$ cat src/rtl/mips_mc_ctrl_fsm_pkg.sv
`default_nettype none
// ============================================================================
//  Module      : mips_mc_ctrl_fsm_pkg
//  Description : Shared encodings for the multicycle MIPS control FSM:
//                state codes, opcodes and datapath select codes.
//  Revision    : 1.0  initial release
// ============================================================================
package mips_mc_ctrl_fsm_pkg;

    // State encodings (4-bit core code; wider state registers zero-extend)
    localparam logic [3:0] S_FETCH     = 4'd0;
    localparam logic [3:0] S_DECODE    = 4'd1;
    localparam logic [3:0] S_MEM_ADDR  = 4'd2;
    localparam logic [3:0] S_MEM_READ  = 4'd3;
    localparam logic [3:0] S_MEM_WB    = 4'd4;
    localparam logic [3:0] S_MEM_WRITE = 4'd5;
    localparam logic [3:0] S_R_EXEC    = 4'd6;
    localparam logic [3:0] S_R_WB      = 4'd7;
    localparam logic [3:0] S_BRANCH    = 4'd8;
    localparam logic [3:0] S_JUMP      = 4'd9;
    localparam logic [3:0] S_I_EXEC    = 4'd10;
    localparam logic [3:0] S_I_WB      = 4'd11;
    localparam logic [3:0] S_JAL       = 4'd12;

    // Supported opcodes (IR[31:26])
    localparam logic [5:0] OP_RTYPE = 6'b000000;
    localparam logic [5:0] OP_LW    = 6'b100011;
    localparam logic [5:0] OP_SW    = 6'b101011;
    localparam logic [5:0] OP_ADDI  = 6'b001000;
    localparam logic [5:0] OP_BEQ   = 6'b000100;
    localparam logic [5:0] OP_BNE   = 6'b000101;
    localparam logic [5:0] OP_J     = 6'b000010;
    localparam logic [5:0] OP_JAL   = 6'b000011;

    // PCSource codes
    localparam logic [1:0] PCSRC_PC4  = 2'b00;
    localparam logic [1:0] PCSRC_BEQ  = 2'b01;
    localparam logic [1:0] PCSRC_BNE  = 2'b10;
    localparam logic [1:0] PCSRC_JUMP = 2'b11;

    // RegDst codes
    localparam logic [1:0] REGDST_RT = 2'b00;
    localparam logic [1:0] REGDST_RD = 2'b01;
    localparam logic [1:0] REGDST_RA = 2'b10;

    // MemtoReg codes
    localparam logic [1:0] M2R_ALUOUT = 2'b00;
    localparam logic [1:0] M2R_MDR    = 2'b01;
    localparam logic [1:0] M2R_PC     = 2'b10;

    // ALUSrcB codes
    localparam logic [1:0] SRCB_REGB   = 2'b00;
    localparam logic [1:0] SRCB_FOUR   = 2'b01;
    localparam logic [1:0] SRCB_IMM    = 2'b10;
    localparam logic [1:0] SRCB_IMMSH2 = 2'b11;

    // ALUOp codes
    localparam logic [1:0] ALUOP_ADD   = 2'b00;
    localparam logic [1:0] ALUOP_SUB   = 2'b01;
    localparam logic [1:0] ALUOP_FUNCT = 2'b10;

    // True for every opcode the FSM knows how to sequence
    function automatic logic op_supported(input logic [5:0] op);
        case (op)
            OP_RTYPE, OP_LW, OP_SW, OP_ADDI,
            OP_BEQ, OP_BNE, OP_J, OP_JAL: op_supported = 1'b1;
            default:                      op_supported = 1'b0;
        endcase
    endfunction

endpackage : mips_mc_ctrl_fsm_pkg
`default_nettype wire

$ cat src/rtl/mips_mc_ctrl_fsm.sv
`default_nettype none
// ============================================================================
//  Module      : mips_mc_ctrl_fsm
//  Description : Main control FSM of the multicycle MIPS datapath. Moore
//                decode of all datapath enables; PCWriteEn in BRANCH is
//                qualified combinationally by ZeroFlag.
//  Revision    : 1.0  initial release
// ============================================================================
module mips_mc_ctrl_fsm
    import mips_mc_ctrl_fsm_pkg::*;
#(
    parameter int STATE_W = 4   // must be >= 4
) (
    input  logic               clk,
    input  logic               reset,
    input  logic [5:0]         Opcode,
    input  logic               ZeroFlag,
    output logic               PCWriteEn,
    output logic [1:0]         PCSource,
    output logic               IorD,
    output logic               MemRead,
    output logic               MemWrite,
    output logic               IRWrite,
    output logic               RegWrite,
    output logic [1:0]         RegDst,
    output logic [1:0]         MemtoReg,
    output logic               ALUSrcA,
    output logic [1:0]         ALUSrcB,
    output logic [1:0]         ALUOp,
    output logic               Illegal,
    output logic [STATE_W-1:0] State
);

    logic [STATE_W-1:0] state_q;
    logic [STATE_W-1:0] state_d;
    logic [3:0]         w_state4;
    logic [3:0]         w_next4;
    logic               w_hi_nz;

    // Any set bit above the 4-bit core code marks an unused encoding.
    assign w_state4 = state_q[3:0];
    if (STATE_W > 4) begin : g_wide_state
        assign w_hi_nz = |state_q[STATE_W-1:4];
    end else begin : g_narrow_state
        assign w_hi_nz = 1'b0;
    end

    // State register: reset forces FETCH on the next edge
    always_ff @(posedge clk) begin
        if (reset) begin
            state_q <= STATE_W'(S_FETCH);
        end else begin
            state_q <= state_d;
        end
    end

    // Next-state logic; unused codes fall back to FETCH
    always_comb begin
        w_next4 = S_FETCH;
        if (!w_hi_nz) begin
            case (w_state4)
                S_FETCH:     w_next4 = S_DECODE;
                S_DECODE: begin
                    case (Opcode)
                        OP_RTYPE:       w_next4 = S_R_EXEC;
                        OP_LW, OP_SW:   w_next4 = S_MEM_ADDR;
                        OP_ADDI:        w_next4 = S_I_EXEC;
                        OP_BEQ, OP_BNE: w_next4 = S_BRANCH;
                        OP_J:           w_next4 = S_JUMP;
                        OP_JAL:         w_next4 = S_JAL;
                        default:        w_next4 = S_FETCH;
                    endcase
                end
                S_MEM_ADDR:  w_next4 = (Opcode == OP_LW) ? S_MEM_READ : S_MEM_WRITE;
                S_MEM_READ:  w_next4 = S_MEM_WB;
                S_R_EXEC:    w_next4 = S_R_WB;
                S_I_EXEC:    w_next4 = S_I_WB;
                default:     w_next4 = S_FETCH;
            endcase
        end
        state_d = STATE_W'(w_next4);
    end

    // Output decode from the current state; reset silences every output
    always_comb begin
        PCWriteEn = 1'b0;
        PCSource  = PCSRC_PC4;
        IorD      = 1'b0;
        MemRead   = 1'b0;
        MemWrite  = 1'b0;
        IRWrite   = 1'b0;
        RegWrite  = 1'b0;
        RegDst    = REGDST_RT;
        MemtoReg  = M2R_ALUOUT;
        ALUSrcA   = 1'b0;
        ALUSrcB   = SRCB_REGB;
        ALUOp     = ALUOP_ADD;
        Illegal   = 1'b0;
        State     = state_q;

        if (reset) begin
            State = '0;
        end else if (!w_hi_nz) begin
            case (w_state4)
                S_FETCH: begin
                    MemRead   = 1'b1;
                    IRWrite   = 1'b1;
                    ALUSrcB   = SRCB_FOUR;
                    PCWriteEn = 1'b1;
                    PCSource  = PCSRC_PC4;
                end
                S_DECODE: begin
                    // Precompute the branch target into ALUOut
                    ALUSrcB = SRCB_IMMSH2;
                    ALUOp   = ALUOP_ADD;
                    Illegal = ~op_supported(Opcode);
                end
                S_MEM_ADDR: begin
                    ALUSrcA = 1'b1;
                    ALUSrcB = SRCB_IMM;
                end
                S_MEM_READ: begin
                    MemRead = 1'b1;
                    IorD    = 1'b1;
                end
                S_MEM_WB: begin
                    RegWrite = 1'b1;
                    RegDst   = REGDST_RT;
                    MemtoReg = M2R_MDR;
                end
                S_MEM_WRITE: begin
                    MemWrite = 1'b1;
                    IorD     = 1'b1;
                end
                S_R_EXEC: begin
                    ALUSrcA = 1'b1;
                    ALUOp   = ALUOP_FUNCT;
                end
                S_R_WB: begin
                    RegWrite = 1'b1;
                    RegDst   = REGDST_RD;
                end
                S_I_EXEC: begin
                    ALUSrcA = 1'b1;
                    ALUSrcB = SRCB_IMM;
                end
                S_I_WB: begin
                    RegWrite = 1'b1;
                    RegDst   = REGDST_RT;
                end
                S_BRANCH: begin
                    // Opcode[0] separates bne (1) from beq (0)
                    ALUSrcA   = 1'b1;
                    ALUOp     = ALUOP_SUB;
                    PCSource  = {Opcode[0], ~Opcode[0]};
                    PCWriteEn = ZeroFlag ^ Opcode[0];
                end
                S_JUMP: begin
                    PCWriteEn = 1'b1;
                    PCSource  = PCSRC_JUMP;
                end
                S_JAL: begin
                    // Old PC (already PC+4) lands in $ra as the PC loads the target
                    PCWriteEn = 1'b1;
                    PCSource  = PCSRC_JUMP;
                    RegWrite  = 1'b1;
                    RegDst    = REGDST_RA;
                    MemtoReg  = M2R_PC;
                end
                default: begin
                end
            endcase
        end
    end

endmodule : mips_mc_ctrl_fsm
`default_nettype wire
$ cat config.mk
export PLATFORM = sky130hd
export DESIGN_NAME = mips_mc_ctrl_fsm
export DESIGN_NICKNAME = d
export VERILOG_FILES = /design/src/rtl/mips_mc_ctrl_fsm_pkg.sv /design/src/rtl/mips_mc_ctrl_fsm.sv
export SDC_FILE = /design/constraint.sdc
export NUM_CORES = 1
export LEC_CHECK = 0
export BUFFER_PORTS_ARGS = -buffer_cell sky130_fd_sc_hd__buf_2
export CORE_AREA = 4 4 41 43
export DETAILED_ROUTE_END_ITERATION = 10
export DIE_AREA = 0 0 45 47
export PLACE_DENSITY_LB_ADDON = 0.15
export SLEW_MARGIN = 15
export SYNTH_ARGS = -nofsm -noshare
export SYNTH_HDL_FRONTEND = slang
export SYNTH_SLANG_ARGS = --single-unit
export TNS_END_PERCENT = 20
$ cat constraint.sdc
create_clock -name clk -period 2.84 [get_ports clk]
set_clock_uncertainty 0.05 [all_clocks]
set_input_delay 0 -clock clk [delete_from_list [all_inputs] [get_ports clk]]
set_output_delay 0 -clock clk [all_outputs]
set_load 0.02 [all_outputs]
# Word-level counts from Yosys, hierarchy flattened

Index checks and enable logic that the tools add are counted.

$add $sub $neg: 0
Multiply operators: 0
Divide/modulo/power cells: 0
$lt $le $gt $ge: 0
Equal/unequal tests: 19
Shifts and indexed selects: 0
Muxes and demuxes: 33
Bitwise operators: 3
Reduce and logical (&&, ||, !) cells: 12

Operators with widths:

| cell                 | number |
|---|---|
| $pmux W4 S6          | 2 |
| $eq A4 B4 Y1 const B | 5 |
| $mux W1              | 18 |
| $eq A4 B3 Y1 const B | 4 |
| $pmux W2 S2          | 4 |
| $eq A6 B2 Y1 const B | 2 |
| $eq A6 B3 Y1 const B | 2 |
| $eq A6 B6 Y1 const B | 2 |
| $reduce_or A2 Y1     | 6 |
| $mux W2              | 5 |
| $eq A4 B2 Y1 const B | 2 |
| $reduce_or A4 Y1     | 2 |
| $reduce_or A8 Y1     | 1 |
| $eq A6 B4 Y1 const B | 1 |
| $logic_not A6 Y1     | 1 |
| $pmux W2 S3          | 1 |
| $eq A4 B1 Y1 const B | 1 |
| $logic_not A4 Y1     | 1 |
| $mux W4              | 1 |
| $mux W3              | 1 |
| $reduce_or A3 Y1     | 1 |
| $not A1 Y1           | 2 |
| $pmux W1 S2          | 1 |
| $xor A1 B1 Y1        | 1 |

Register bits after elaboration: 4
Latch bits: 0
RAM bits: 0
Memory bits (read-only): 0
Input port bits: 9
Output and inout port bits: 22
Logic and storage cells: 68
Memories kept: 0

# Depth between registers and ports, before layout

Word-level depth: 8
Mapped depth: 5
Mapped depth without buffers: 4

# Worst setup path after synthesis

Ideal clock, no wire load.

Path type: flip-flop to output port
From: register state_q[3]
To: output PCWriteEn
Arrival: 1.759 ns
Data required time: 2.790 ns
Slack: 1.031 ns
Stages on the path, launching flop included: 5
Path buffers: 1
Cells stage by stage: dfxtp_1 clkbuf_1 nand3_1 nand2_1 a2111oi_0

Cells in the longest elaborated chain, start to end: 4
Elaborated cells between the ends (all ways): 7
Those cells by class: 3 x eq/ne; 2 x mux; 2 x reduce/logical

RTL lines:

| what                                                    | line                    | source |
|---|---|---|
| start: declaration                                      | mips_mc_ctrl_fsm.sv:34  | `logic [STATE_W-1:0] state_q;` |
| start signal: assignment                                | mips_mc_ctrl_fsm.sv:51  | `state_q <= STATE_W'(S_FETCH);` |
| start signal: assignment                                | mips_mc_ctrl_fsm.sv:53  | `state_q <= state_d;` |
| $eq A4 B4 Y1 / $logic_not A4 Y1 (equally long branches) | mips_mc_ctrl_fsm.sv:104 | `case (w_state4)` |
| $reduce_or A3 Y1 (no source line)                       | n/a                     |  |
| $pmux W1 S2 *                                           | mips_mc_ctrl_fsm.sv:104 |  |
| $mux W1 *                                               | mips_mc_ctrl_fsm.sv:101 | `if (reset) begin` |
| end: declaration                                        | mips_mc_ctrl_fsm.sv:18  | `output logic PCWriteEn,` |

Mark *: on every way between the ends. The rest lies on a longest branch, timed or not.

# Final worst setup path

From: register state_q[2]
To: output Illegal

Cells in the longest elaborated chain, start to end: 3

RTL lines:

| what             | line                    | source |
|---|---|---|
| $eq A4 B1 Y1     | mips_mc_ctrl_fsm.sv:104 |  |
| $mux W1          | mips_mc_ctrl_fsm.sv:104 |  |
| $mux W1          | mips_mc_ctrl_fsm.sv:101 |  |
| end: declaration | mips_mc_ctrl_fsm.sv:30  | `output logic Illegal,` |

No other way between the ends.

==> results.toml <==
[route]
wl_per_cell_um = 12.95
dr_wl_met2_um = 813
vias_per_cell = 5.583
drc_errors = 0
wl_met1_um = 771
antenna_left = 0
drtIter0Drc = 15
num_vias = 737
routed_wl_mm = 1.710
firstDrtPassIters = 4
highest_layer = "met3"
wl_met3_um = 125

[logic_synthesis]
synth_area_leaders = "dfxtp_1, nor2_1, nor3_1, nor4_1, nand2_1"
ys_seq_elements = 4
synth_top_area_share = 0.1336
synth_top_area_cell = "dfxtp_1"
synthArstFlopShare = 0
ys_warn_count = 0
syn_area_um2 = 599.3
synth_nets = 101
synth_edf_count = 0
ys_types = 37
ys_seq_area_frac = 0.1336
synth_flop_cell = "dfxtp_1"
syn_inst = 92
avgSynthCellArea_um2 = 6.514

[placed_design]
gp_congestion = 0.8111
dp_hpwl_mm = 1.277
place_ws_ns = 1.175
port-buffer-count = 30
dpl-instance-area_um2 = 720.7

[critical_path]
crit_arrival_ns = 1.88
cp-end-kind = "output port"
crit_type = "flop to output port"
setup.worst_path.start_class = "flop"
required_ns = 2.79
worstPathMaxFanout = 19

[cts]
cts_root_buf = "clkbuf_4"
cts_buffer_depth = 2
htree_levels = 1
insertion_delay_ns = 0.23
cts_resized = 0
cts.clk_slew.worst_paths_ns = 0.03
cts_tree = "done"
clkSinkCount = 4
cts_made_buffers = 3

[sta]
fin_crit_ns = 1.925
hold_ws_ns = 0.01475
hold_viol = 0
rsz0062_at_grt = "no"
max-slew-margin-rel = 0.5817
worst_pin_slew_ns = 0.6266
min_period_over_period = 0.6778
fmax_mhz = 519.5
setup_viol = 0
finalWorstSetupSlack_ns = 0.9150
fin_tns_setup_ns = 0
slew_viol_final = 0

[layout]
largest_reg_flops = 4
antennaDiodeCount = 0
final_layout_size_suffix_gt1_frac = 0.3162
fillers = 141
top_register = "state_q"
syn2layout_area_growth_pct = 25.68
fin_area_um2 = 753.2
layout.nets = 128
largest_registers = "state_q (4)"

[run]
maxCapViolCount = 0

[floorplan]
initial_core_util = 0.4606
die_x_um = 45
core_um2 = 1301
die-area_um2 = 2115
ios = 31
row_count = 13
die_h_um = 47

[status]
status = "finished clean"

[global_routing]
grt_usage = 0.1761
grt_pass1_vias = 667
grt_pass1_wl_mm = 2.822
grt_overflow = 0
grt_max_degree = 20
antenna_found_initial = 0

[power]
power_density_nw_per_um2 = 269.7
ir_drop_uv = 256.6
p_leak_uw = 0.0003741
p_total_uw = 203.2

[hold_path]
hold_class = "input port to flop"
## cell families (layout without fill, tap and decap cells)
kind of cell,Yosys count,in the layout,synth area share
AO/OA/AOI/OAI,16,16,0.2046
buffers and inverters,13,38,0.1044
adder cells (fa/ha/maj),2,2,0.03340
XOR/XNOR,3,3,0.04385
flip-flops,4,4,0.1336
AND/OR/NAND/NOR,54,54,0.4802
## where the power goes
group,switching (uW),leakage (uW),internal (uW)
logic,39.5,0.000328,27.4
registers,7.97,0.0000326,58.3
clock network,22.8,0.0000138,47.2
total,70.3,0.000374,133
## worst max-delay path: stages (launching register included)
cell and delay, ns:
dfxtp_1 0.49, or3_4 0.48, or2_1 0.26, a211oi_1 0.21, buf_2 0.20
## cell usage after synthesis, types with 2 or more instances
master	number
dfxtp_1	4
nand2_1	7
inv_1	3
and2_1	2
a211oi_1	2
nor4_1	6
xor2_1	2
a21oi_1	3
o21a_1	2
nand3_1	3
nor3_1	8
buf_2	2
nand2b_1	2
nor2b_1	4
maj3_1	2
nor2_1	12
clkbuf_1	5
a2111oi_0	2
and3_1	2
nor3b_1	2
## through the flow
stage,utilization,instances
CTS,0.5788,132
detailed placement,0.5538,128
floorplan,-,92
global placement,0.5538,128
global route,0.5788,132
finish,0.5788,132
## area by class of cell
cell class / instances / area [um2] / area share
multi-input cells: 75 / 456.7 / 0.6063
repair buffers: 31 / 160.2 / 0.2126
flip-flops and latches: 4 / 80.08 / 0.1063
clock buffers: 3 / 22.52 / 0.02990
well taps: 15 / 18.77 / 0.02492
inverters: 4 / 15.01 / 0.01993
## metal layers
layer / global-route usage / vias to the layer above
met5: 0 / -
met4: 0 / 0
met3: 0.06130 / 0
met2: 0.3136 / 27
met1: 0.2182 / 327
li1: - / 383
## path summary, 6_finish.rpt
kind | from | slack (ns) | depth (start not counted) | end
max | state_q[2] | 0.91 | 4 | Illegal
min | Opcode[2] | 0.01 | 2 | state_q[1]
max reg2reg | state_q[0] | 1.14 | 4 | state_q[0]
min reg2reg | state_q[3] | 0.65 | 2 | state_q[3]
## cells in the final DEF (no fill, tap or decap), drive strengths merged, types with 2 or more instances in the layout
cell      n
and3      2
nand3     3
nor2     12
maj3      2
inv       4
or2       2
dfxtp     4
nor2b     4
and2      2
buf      30
a21oi     3
xor2      2
nor3      8
nor3b     2
nand2     7
o21a      2
o21ai     2
or3       2
clkbuf    3
a211oi    2
nand2b    2
a2111oi   2
nor4      6
## what timing repair did
item                                   4_1_cts  5_1_grt
hold buffers                                 1        0
endpoints found under the hold margin        1        0
setup buffers                                0        0
Power figures use the tool's default switching activity.
